[src/rtl/div_rs_if.sv]
// Instruction payload types and the dispatch/wakeup/issue bundle of the divide reservation station.
`timescale 1ns/1ps
package div_rs_pkg;
  typedef struct packed {
    logic [6:0] funct7;
    logic [4:0] rs2;
    logic [4:0] rs1;
    logic [2:0] funct3;
    logic [4:0] rd;
    logic [6:0] opcode;
  } r_type_t;

  typedef union packed {
    r_type_t     r_type;
    logic [31:0] raw;
  } instr_data_t;

  typedef struct packed {
    logic        valid;
    logic [31:0] pc;
    instr_data_t data;
    logic [31:0] rs1_data;
    logic [31:0] rs2_data;
  } ooo_instr_t;
endpackage

interface div_rs_if #(parameter int PHYS_REG_BITS = 6);
  import div_rs_pkg::*;
  logic                     flush;
  logic                     dispatch_valid;
  ooo_instr_t               dispatch_instr;
  logic [PHYS_REG_BITS-1:0] dispatch_ps1;
  logic [PHYS_REG_BITS-1:0] dispatch_ps2;
  logic                     dispatch_ps1_rdy;
  logic                     dispatch_ps2_rdy;
  logic                     rs_full;
  logic                     cdb_valid;
  logic [PHYS_REG_BITS-1:0] cdb_pd;
  logic [31:0]              cdb_data;
  logic                     fu_busy;
  ooo_instr_t               issue_instr;
  logic                     issue_ready;

  modport master (
    output flush, dispatch_valid, dispatch_instr, dispatch_ps1, dispatch_ps2,
           dispatch_ps1_rdy, dispatch_ps2_rdy, cdb_valid, cdb_pd, cdb_data, fu_busy,
    input  rs_full, issue_instr, issue_ready
  );
  modport slave (
    input  flush, dispatch_valid, dispatch_instr, dispatch_ps1, dispatch_ps2,
           dispatch_ps1_rdy, dispatch_ps2_rdy, cdb_valid, cdb_pd, cdb_data, fu_busy,
    output rs_full, issue_instr, issue_ready
  );
endinterface

[src/rtl/div_rs.sv]
// Collapsing in-order reservation station for the divide unit: tag wakeup from the CDB,
// oldest-ready select, registered single-cycle issue strobe.
`timescale 1ns/1ps
module div_rs_wake #(
  parameter int PHYS_REG_BITS = 6
) (
  input  logic                     cur_rdy,
  input  logic [PHYS_REG_BITS-1:0] ps,
  input  logic [31:0]              cur_data,
  input  logic                     cdb_valid,
  input  logic [PHYS_REG_BITS-1:0] cdb_pd,
  input  logic [31:0]              cdb_data,
  output logic                     nxt_rdy,
  output logic [31:0]              nxt_data
);
  logic hit;
  assign hit      = cdb_valid && !cur_rdy && (ps == cdb_pd);
  assign nxt_rdy  = cur_rdy | hit;
  assign nxt_data = hit ? cdb_data : cur_data;
endmodule

module div_rs
  import div_rs_pkg::*;
#(
  parameter int DEPTH         = 4,
  parameter int PHYS_REG_BITS = 6
) (
  input logic    clk,
  input logic    rst,
  div_rs_if.slave bus
);
  localparam int CW = $clog2(DEPTH + 1);
  localparam int IW = (DEPTH > 1) ? $clog2(DEPTH) : 1;

  ooo_instr_t               ent   [DEPTH];
  ooo_instr_t               n_ent [DEPTH];
  logic [PHYS_REG_BITS-1:0] ps1   [DEPTH];
  logic [PHYS_REG_BITS-1:0] ps2   [DEPTH];
  logic [PHYS_REG_BITS-1:0] n_ps1 [DEPTH];
  logic [PHYS_REG_BITS-1:0] n_ps2 [DEPTH];
  logic [31:0]              w_d1  [DEPTH];
  logic [31:0]              w_d2  [DEPTH];
  logic [DEPTH-1:0]         rdy1, rdy2, n_rdy1, n_rdy2, w_rdy1, w_rdy2, elig;
  logic [CW-1:0]            count, cnt_after, n_count;
  logic [IW-1:0]            sel;
  logic                     sel_hit, issue_go, accept;
  logic                     d_rdy1, d_rdy2;
  logic [31:0]              d_d1, d_d2;
  ooo_instr_t               issue_q, n_issue;

  assign bus.rs_full     = (count == CW'(DEPTH));
  assign bus.issue_instr = issue_q;
  assign bus.issue_ready = issue_q.valid;

  // Per-entry wakeup view: what each slot looks like after this cycle's broadcast.
  for (genvar g = 0; g < DEPTH; g++) begin : g_ent
    div_rs_wake #(.PHYS_REG_BITS(PHYS_REG_BITS)) u_w1 (
      .cur_rdy(rdy1[g]), .ps(ps1[g]), .cur_data(ent[g].rs1_data),
      .cdb_valid(bus.cdb_valid), .cdb_pd(bus.cdb_pd), .cdb_data(bus.cdb_data),
      .nxt_rdy(w_rdy1[g]), .nxt_data(w_d1[g]));
    div_rs_wake #(.PHYS_REG_BITS(PHYS_REG_BITS)) u_w2 (
      .cur_rdy(rdy2[g]), .ps(ps2[g]), .cur_data(ent[g].rs2_data),
      .cdb_valid(bus.cdb_valid), .cdb_pd(bus.cdb_pd), .cdb_data(bus.cdb_data),
      .nxt_rdy(w_rdy2[g]), .nxt_data(w_d2[g]));
  end

  // Incoming operands see the same broadcast so a same-cycle result is never lost.
  div_rs_wake #(.PHYS_REG_BITS(PHYS_REG_BITS)) u_wd1 (
    .cur_rdy(bus.dispatch_ps1_rdy), .ps(bus.dispatch_ps1),
    .cur_data(bus.dispatch_ps1_rdy ? bus.dispatch_instr.rs1_data : 32'd0),
    .cdb_valid(bus.cdb_valid), .cdb_pd(bus.cdb_pd), .cdb_data(bus.cdb_data),
    .nxt_rdy(d_rdy1), .nxt_data(d_d1));
  div_rs_wake #(.PHYS_REG_BITS(PHYS_REG_BITS)) u_wd2 (
    .cur_rdy(bus.dispatch_ps2_rdy), .ps(bus.dispatch_ps2),
    .cur_data(bus.dispatch_ps2_rdy ? bus.dispatch_instr.rs2_data : 32'd0),
    .cdb_valid(bus.cdb_valid), .cdb_pd(bus.cdb_pd), .cdb_data(bus.cdb_data),
    .nxt_rdy(d_rdy2), .nxt_data(d_d2));

  // Select looks only at registered ready bits; a wakeup counts from the next cycle.
  always_comb begin
    elig    = '0;
    sel     = '0;
    sel_hit = 1'b0;
    for (int i = 0; i < DEPTH; i++)
      elig[i] = rdy1[i] && rdy2[i] && (CW'(i) < count);
    for (int i = DEPTH - 1; i >= 0; i--)
      if (elig[i]) begin
        sel     = IW'(i);
        sel_hit = 1'b1;
      end
  end

  assign issue_go = sel_hit && !bus.fu_busy && !issue_q.valid;

  always_comb begin
    int src;
    src    = 0;
    n_ent  = ent;
    n_ps1  = ps1;
    n_ps2  = ps2;
    n_rdy1 = rdy1;
    n_rdy2 = rdy2;
    for (int i = 0; i < DEPTH; i++) begin
      src = (issue_go && (IW'(i) >= sel)) ? i + 1 : i;
      if (src < DEPTH) begin
        n_ent[i]          = ent[IW'(src)];
        n_ent[i].rs1_data = w_d1[IW'(src)];
        n_ent[i].rs2_data = w_d2[IW'(src)];
        n_ps1[i]          = ps1[IW'(src)];
        n_ps2[i]          = ps2[IW'(src)];
        n_rdy1[i]         = w_rdy1[IW'(src)];
        n_rdy2[i]         = w_rdy2[IW'(src)];
      end else begin
        n_rdy1[i] = 1'b0;
        n_rdy2[i] = 1'b0;
      end
    end
    cnt_after = count - CW'(issue_go);
    accept    = bus.dispatch_valid && !bus.rs_full;
    if (accept) begin
      n_ent[IW'(cnt_after)]          = bus.dispatch_instr;
      n_ent[IW'(cnt_after)].rs1_data = d_d1;
      n_ent[IW'(cnt_after)].rs2_data = d_d2;
      n_ps1[IW'(cnt_after)]          = bus.dispatch_ps1;
      n_ps2[IW'(cnt_after)]          = bus.dispatch_ps2;
      n_rdy1[IW'(cnt_after)]         = d_rdy1;
      n_rdy2[IW'(cnt_after)]         = d_rdy2;
    end
    n_count = cnt_after + CW'(accept);
    n_issue = '0;
    if (issue_go) begin
      n_issue       = ent[sel];
      n_issue.valid = 1'b1;
    end
  end

  always_ff @(posedge clk) begin
    ent <= n_ent;
    ps1 <= n_ps1;
    ps2 <= n_ps2;
    if (rst || bus.flush) begin
      count   <= '0;
      rdy1    <= '0;
      rdy2    <= '0;
      issue_q <= '0;
    end else begin
      count   <= n_count;
      rdy1    <= n_rdy1;
      rdy2    <= n_rdy2;
      issue_q <= n_issue;
    end
  end
endmodule
[src/flat_wrapper.sv]
// flat-port wrapper written by rule: the top's interface ports become plain ports
module div_rs_flat import div_rs_pkg::*;
#(
  parameter int DEPTH         = 4,
  parameter int PHYS_REG_BITS = 6
)
  (clk, rst, bus_flush, bus_dispatch_valid, bus_dispatch_instr, bus_dispatch_ps1, bus_dispatch_ps2, bus_dispatch_ps1_rdy, bus_dispatch_ps2_rdy, bus_cdb_valid, bus_cdb_pd, bus_cdb_data, bus_fu_busy, bus_rs_full, bus_issue_instr, bus_issue_ready);
  div_rs_if #(.PHYS_REG_BITS(PHYS_REG_BITS)) bus_i ();
  input logic clk;
  input logic rst;
  input wire logic [$bits(bus_i.flush)-1:0] bus_flush;
  input wire logic [$bits(bus_i.dispatch_valid)-1:0] bus_dispatch_valid;
  input wire logic [$bits(bus_i.dispatch_instr)-1:0] bus_dispatch_instr;
  input wire logic [$bits(bus_i.dispatch_ps1)-1:0] bus_dispatch_ps1;
  input wire logic [$bits(bus_i.dispatch_ps2)-1:0] bus_dispatch_ps2;
  input wire logic [$bits(bus_i.dispatch_ps1_rdy)-1:0] bus_dispatch_ps1_rdy;
  input wire logic [$bits(bus_i.dispatch_ps2_rdy)-1:0] bus_dispatch_ps2_rdy;
  input wire logic [$bits(bus_i.cdb_valid)-1:0] bus_cdb_valid;
  input wire logic [$bits(bus_i.cdb_pd)-1:0] bus_cdb_pd;
  input wire logic [$bits(bus_i.cdb_data)-1:0] bus_cdb_data;
  input wire logic [$bits(bus_i.fu_busy)-1:0] bus_fu_busy;
  output wire logic [$bits(bus_i.rs_full)-1:0] bus_rs_full;
  output wire logic [$bits(bus_i.issue_instr)-1:0] bus_issue_instr;
  output wire logic [$bits(bus_i.issue_ready)-1:0] bus_issue_ready;
  assign bus_i.flush = bus_flush;
  assign bus_i.dispatch_valid = bus_dispatch_valid;
  assign bus_i.dispatch_instr = bus_dispatch_instr;
  assign bus_i.dispatch_ps1 = bus_dispatch_ps1;
  assign bus_i.dispatch_ps2 = bus_dispatch_ps2;
  assign bus_i.dispatch_ps1_rdy = bus_dispatch_ps1_rdy;
  assign bus_i.dispatch_ps2_rdy = bus_dispatch_ps2_rdy;
  assign bus_i.cdb_valid = bus_cdb_valid;
  assign bus_i.cdb_pd = bus_cdb_pd;
  assign bus_i.cdb_data = bus_cdb_data;
  assign bus_i.fu_busy = bus_fu_busy;
  assign bus_rs_full = bus_i.rs_full;
  assign bus_issue_instr = bus_i.issue_instr;
  assign bus_issue_ready = bus_i.issue_ready;
  div_rs #(.DEPTH(DEPTH), .PHYS_REG_BITS(PHYS_REG_BITS)) u_core (.clk(clk), .rst(rst), .bus(bus_i));
endmodule
[config.mk]
export PLATFORM = sky130hd
export DESIGN_NAME = div_rs_flat
export DESIGN_NICKNAME = d
export VERILOG_FILES = /design/src/rtl/div_rs_if.sv /design/src/rtl/div_rs.sv /design/src/flat_wrapper.sv
export SDC_FILE = /design/constraint.sdc
export NUM_CORES = 2
export LEC_CHECK = 0
export CELL_PAD_IN_SITES_DETAIL_PLACEMENT = 1
export CELL_PAD_IN_SITES_GLOBAL_PLACEMENT = 1
export CORE_UTILIZATION = 45
export DETAILED_ROUTE_END_ITERATION = 7
export PLACE_DENSITY_LB_ADDON = 0.1
export SKIP_LAST_GASP = 1
export SYNTH_ARGS = -nofsm -noshare
export SYNTH_HDL_FRONTEND = slang
export SYNTH_SLANG_ARGS = --single-unit
[constraint.sdc]
create_clock -name clk -period 6.35 [get_ports clk]
set_clock_uncertainty 0.1 [all_clocks]
set_input_delay 1.5875 -clock clk [delete_from_list [all_inputs] [get_ports clk]]
set_output_delay 1.5875 -clock clk [all_outputs]
set_load 0.05 [all_outputs]
==> flow_metrics.env <==
export IMPL_avgSynthCellArea_sq_um=8.434
export IMPL_routed_via_density=6.251
export IMPL_status="complete, no violations"
export IMPL_fmax_mhz=203.7
export IMPL_wire_per_inst_um=25.17
export IMPL_rsz0062_at_grt="false"
export IMPL_synth_top_area_frac=0.4217
export IMPL_place_hpwl_um=73170
export IMPL_p_clk_frac=0.382
export IMPL_die_h_um=273.7
export IMPL_ios=318
export IMPL_start_kind="input pin"
export IMPL_finalMaxSlewViolations=0
export IMPL_grt_pass1_wl_um=192700
export IMPL_initial_utilization=0.4555
export IMPL_core_rowCount=99
export IMPL_synth_edf_count=0
export IMPL_fin_crit_ns=4.910
export IMPL_synthesis_instances=3940
export IMPL_finalHoldViolations=0
export IMPL_critPathCaptureType="flop"
export IMPL_power_leakage_nw=16.90
export IMPL_yosys_area_top_type="dfxtp_1"
export IMPL_num_vias=31560
export IMPL_area_growth_pct=18.62
export IMPL_overflow=0
export IMPL_synthesis_area_sq_um=33230
export IMPL_finalSetupViolations=0
export IMPL_pre_cts_slack_ns=0.7904
export IMPL_drtAntennaViolNets=0
export IMPL_drtPass1Iterations=5
export IMPL_worstMarginPinSlew_ns=1.121
export IMPL_yosysSeqAreaShare=0.4217
export IMPL_path_clk_slew_ns=0.06
export IMPL_fin_crit_sh=0.7733
export IMPL_cts_root_buf="clkbuf_16"
export IMPL_post_cts_buffers=0
export IMPL_power_mw=12.86
export IMPL_powerDensity_nw_per_um2=326.2
export IMPL_final_util=0.5403
export IMPL_core_area_sq_um=72960
export IMPL_crit_arrival_ns=5.39
export IMPL_cts_resized=0
export IMPL_die_area_sq_um=74930
export IMPL_synth_area_top_cells="dfxtp_1 42%, nor2_1 7.3%, nand2_1 6.9%"
export IMPL_max_slew_margin=0.2529
export IMPL_crit_required_ns=6.83
export IMPL_switching_share=0.2839
export IMPL_async_reset_ff_frac=0
export IMPL_htreeDepth=3
export IMPL_clockBufferDepth=3
export IMPL_hold_buffers=0
export IMPL_grt_start_max_net_pins=188
export IMPL_fin_ws_ns=1.440
export IMPL_yosysMostFrequentCell="dfxtp_1"
export IMPL_intPower_mw=9.208
export IMPL_drtIter0Drc=2815
export IMPL_min_path_type="reg2reg"
export IMPL_grt_pass1_vias=32080
export IMPL_ys_seq_elements=700
export IMPL_clock_latency_ns=0.65
export IMPL_synth_flop_cell="dfxtp_1"
export IMPL_pwr_share_seq=0.455
export IMPL_yosys_warnings=0
export IMPL_clock_sinks=700
export IMPL_antenna_found_initial=8
export IMPL_place_congestion=0.8310
export IMPL_synthTopCellsByCount="700 x dfxtp_1, 647 x nor2_1, 608 x nand2_1"
export IMPL_die_w_um=273.7
export IMPL_crit_fanout=22
export IMPL_drt_wl_total_um=127000
export IMPL_maxCapViolations=0
export IMPL_drive_gt1_frac=0.06781
export IMPL_p_sw_mw=3.651
export IMPL_grt_util_all_layers=0.3310
export IMPL_power_frac_comb=0.162
export IMPL_nNetsFinal=4213
export IMPL_peakVddDrop_mv=0.2221
export IMPL_drc_errors=0
export IMPL_worstSetupPathType="in2reg"
export IMPL_portBuffers=316
export IMPL_synth_distinct_cells=59
export IMPL_finalSetupTns_ns=0
export IMPL_cts_buffers=80
export IMPL_cts_tree="done"
export IMPL_whs_ns=0.3560
export IMPL_synthesis_nets=4130
cells in the final DEF, fill, tap and decap left out, drive strengths merged, types with 44 or more instances in the layout:
cell type / count
a211oi: 128
a31oi: 152
mux2: 142
mux2i: 204
buf: 73
nand2: 611
and3: 95
a21oi: 87
clkbuf: 115
a221o: 64
o22a: 67
dfxtp: 700
o22ai: 248
clkdlybuf4s50: 314
a22o: 61
xnor2: 44
nor2b: 67
o31ai: 66
nor2: 647
state kept, by name, indices dropped and copies added (netlist names):
register	flops
u_core.rdy1	4
u_core.count	3
u_core.rdy2	4
u_core.bus.issue_instr	128
u_core.bus.issue_ready	1
u_core.ps1	24
u_core.ps2	24
u_core.ent	512
power groups by stage:
stage	combinational, mW	clock (mW)	sequential, mW
CTS	2.06	4.98	5.83
detailed placement	2.03	0	5.91
finish	2.09	4.92	5.86
global route	2.31	5.15	5.94
floorplan	1.57	0	5.72
global placement	1.94	0	5.88
critical path, stage by stage:
cell and delay [ns]:
clkdlybuf4s50_1 0.49, nor2_1 0.46, o21ai_2 0.32, inv_1 0.20, ha_1 0.16, ha_1 0.38, nor3_4 0.58, buf_4 0.44
nand2_1 0.10, nand2_1 0.13, buf_4 0.32, a221o_1 0.21
final cells by class:
class | instances | area (sq um)
antenna | 4 | 10.01
clock buffer | 115 | 2335
sequential | 700 | 14010
timing repair buffer | 387 | 3861
inverter | 8 | 30.03
clock inverter | 29 | 430.4
multi-input combinational | 2846 | 17540
tap | 959 | 1200
fill | 8423 | 33540
per-stage QoR:
| step | instances | cell area [sq um] |
|---|---|---|
| finish | 5048 | 39420 |
| global route | 5047 | 39420 |
| CTS | 5044 | 39410 |
| detailed placement | 4900 | 36640 |
| global placement | 4900 | 36640 |
| floorplan | 3940 | 33230 |
worst paths after layout:
kind | end | slack [ns] | from | cells after the start
max | u_core.ent[57] | 1.44 | bus_fu_busy | 12
min | u_core.ent[123] | 0.36 | u_core.ent[123] | 2
max reg2reg | u_core.ent[57] | 1.91 | u_core.count[0] | 12
min reg2reg | u_core.ent[123] | 0.36 | u_core.ent[123] | 2
layer usage:
layer | vias up | share of wire | global-route usage | wire length [um]
li1 | 14260 | - | - | -
met1 | 15850 | 0.44 | 0.4451 | 55820
met2 | 1192 | 0.46 | 0.5370 | 58310
met3 | 249 | 0.069 | 0.04430 | 8807
met4 | 8 | 0.032 | 0.1261 | 4053
met5 | - | 0.00043 | 0 | 54
kinds of logic (layout without fill, tap and decap cells):
logic type / after synthesis / in the layout / synth area share
xor+xnor: 62 / 62 / 0.01634
other cells: 0 / 4 / 0
flops: 700 / 700 / 0.4217
simple gates: 1465 / 1465 / 0.1829
compound gates: 970 / 970 / 0.2116
mux: 346 / 346 / 0.1096
buf+inv: 394 / 539 / 0.05674
fa+ha+maj: 3 / 3 / 0.001130
Power figures use the tool's default switching activity.
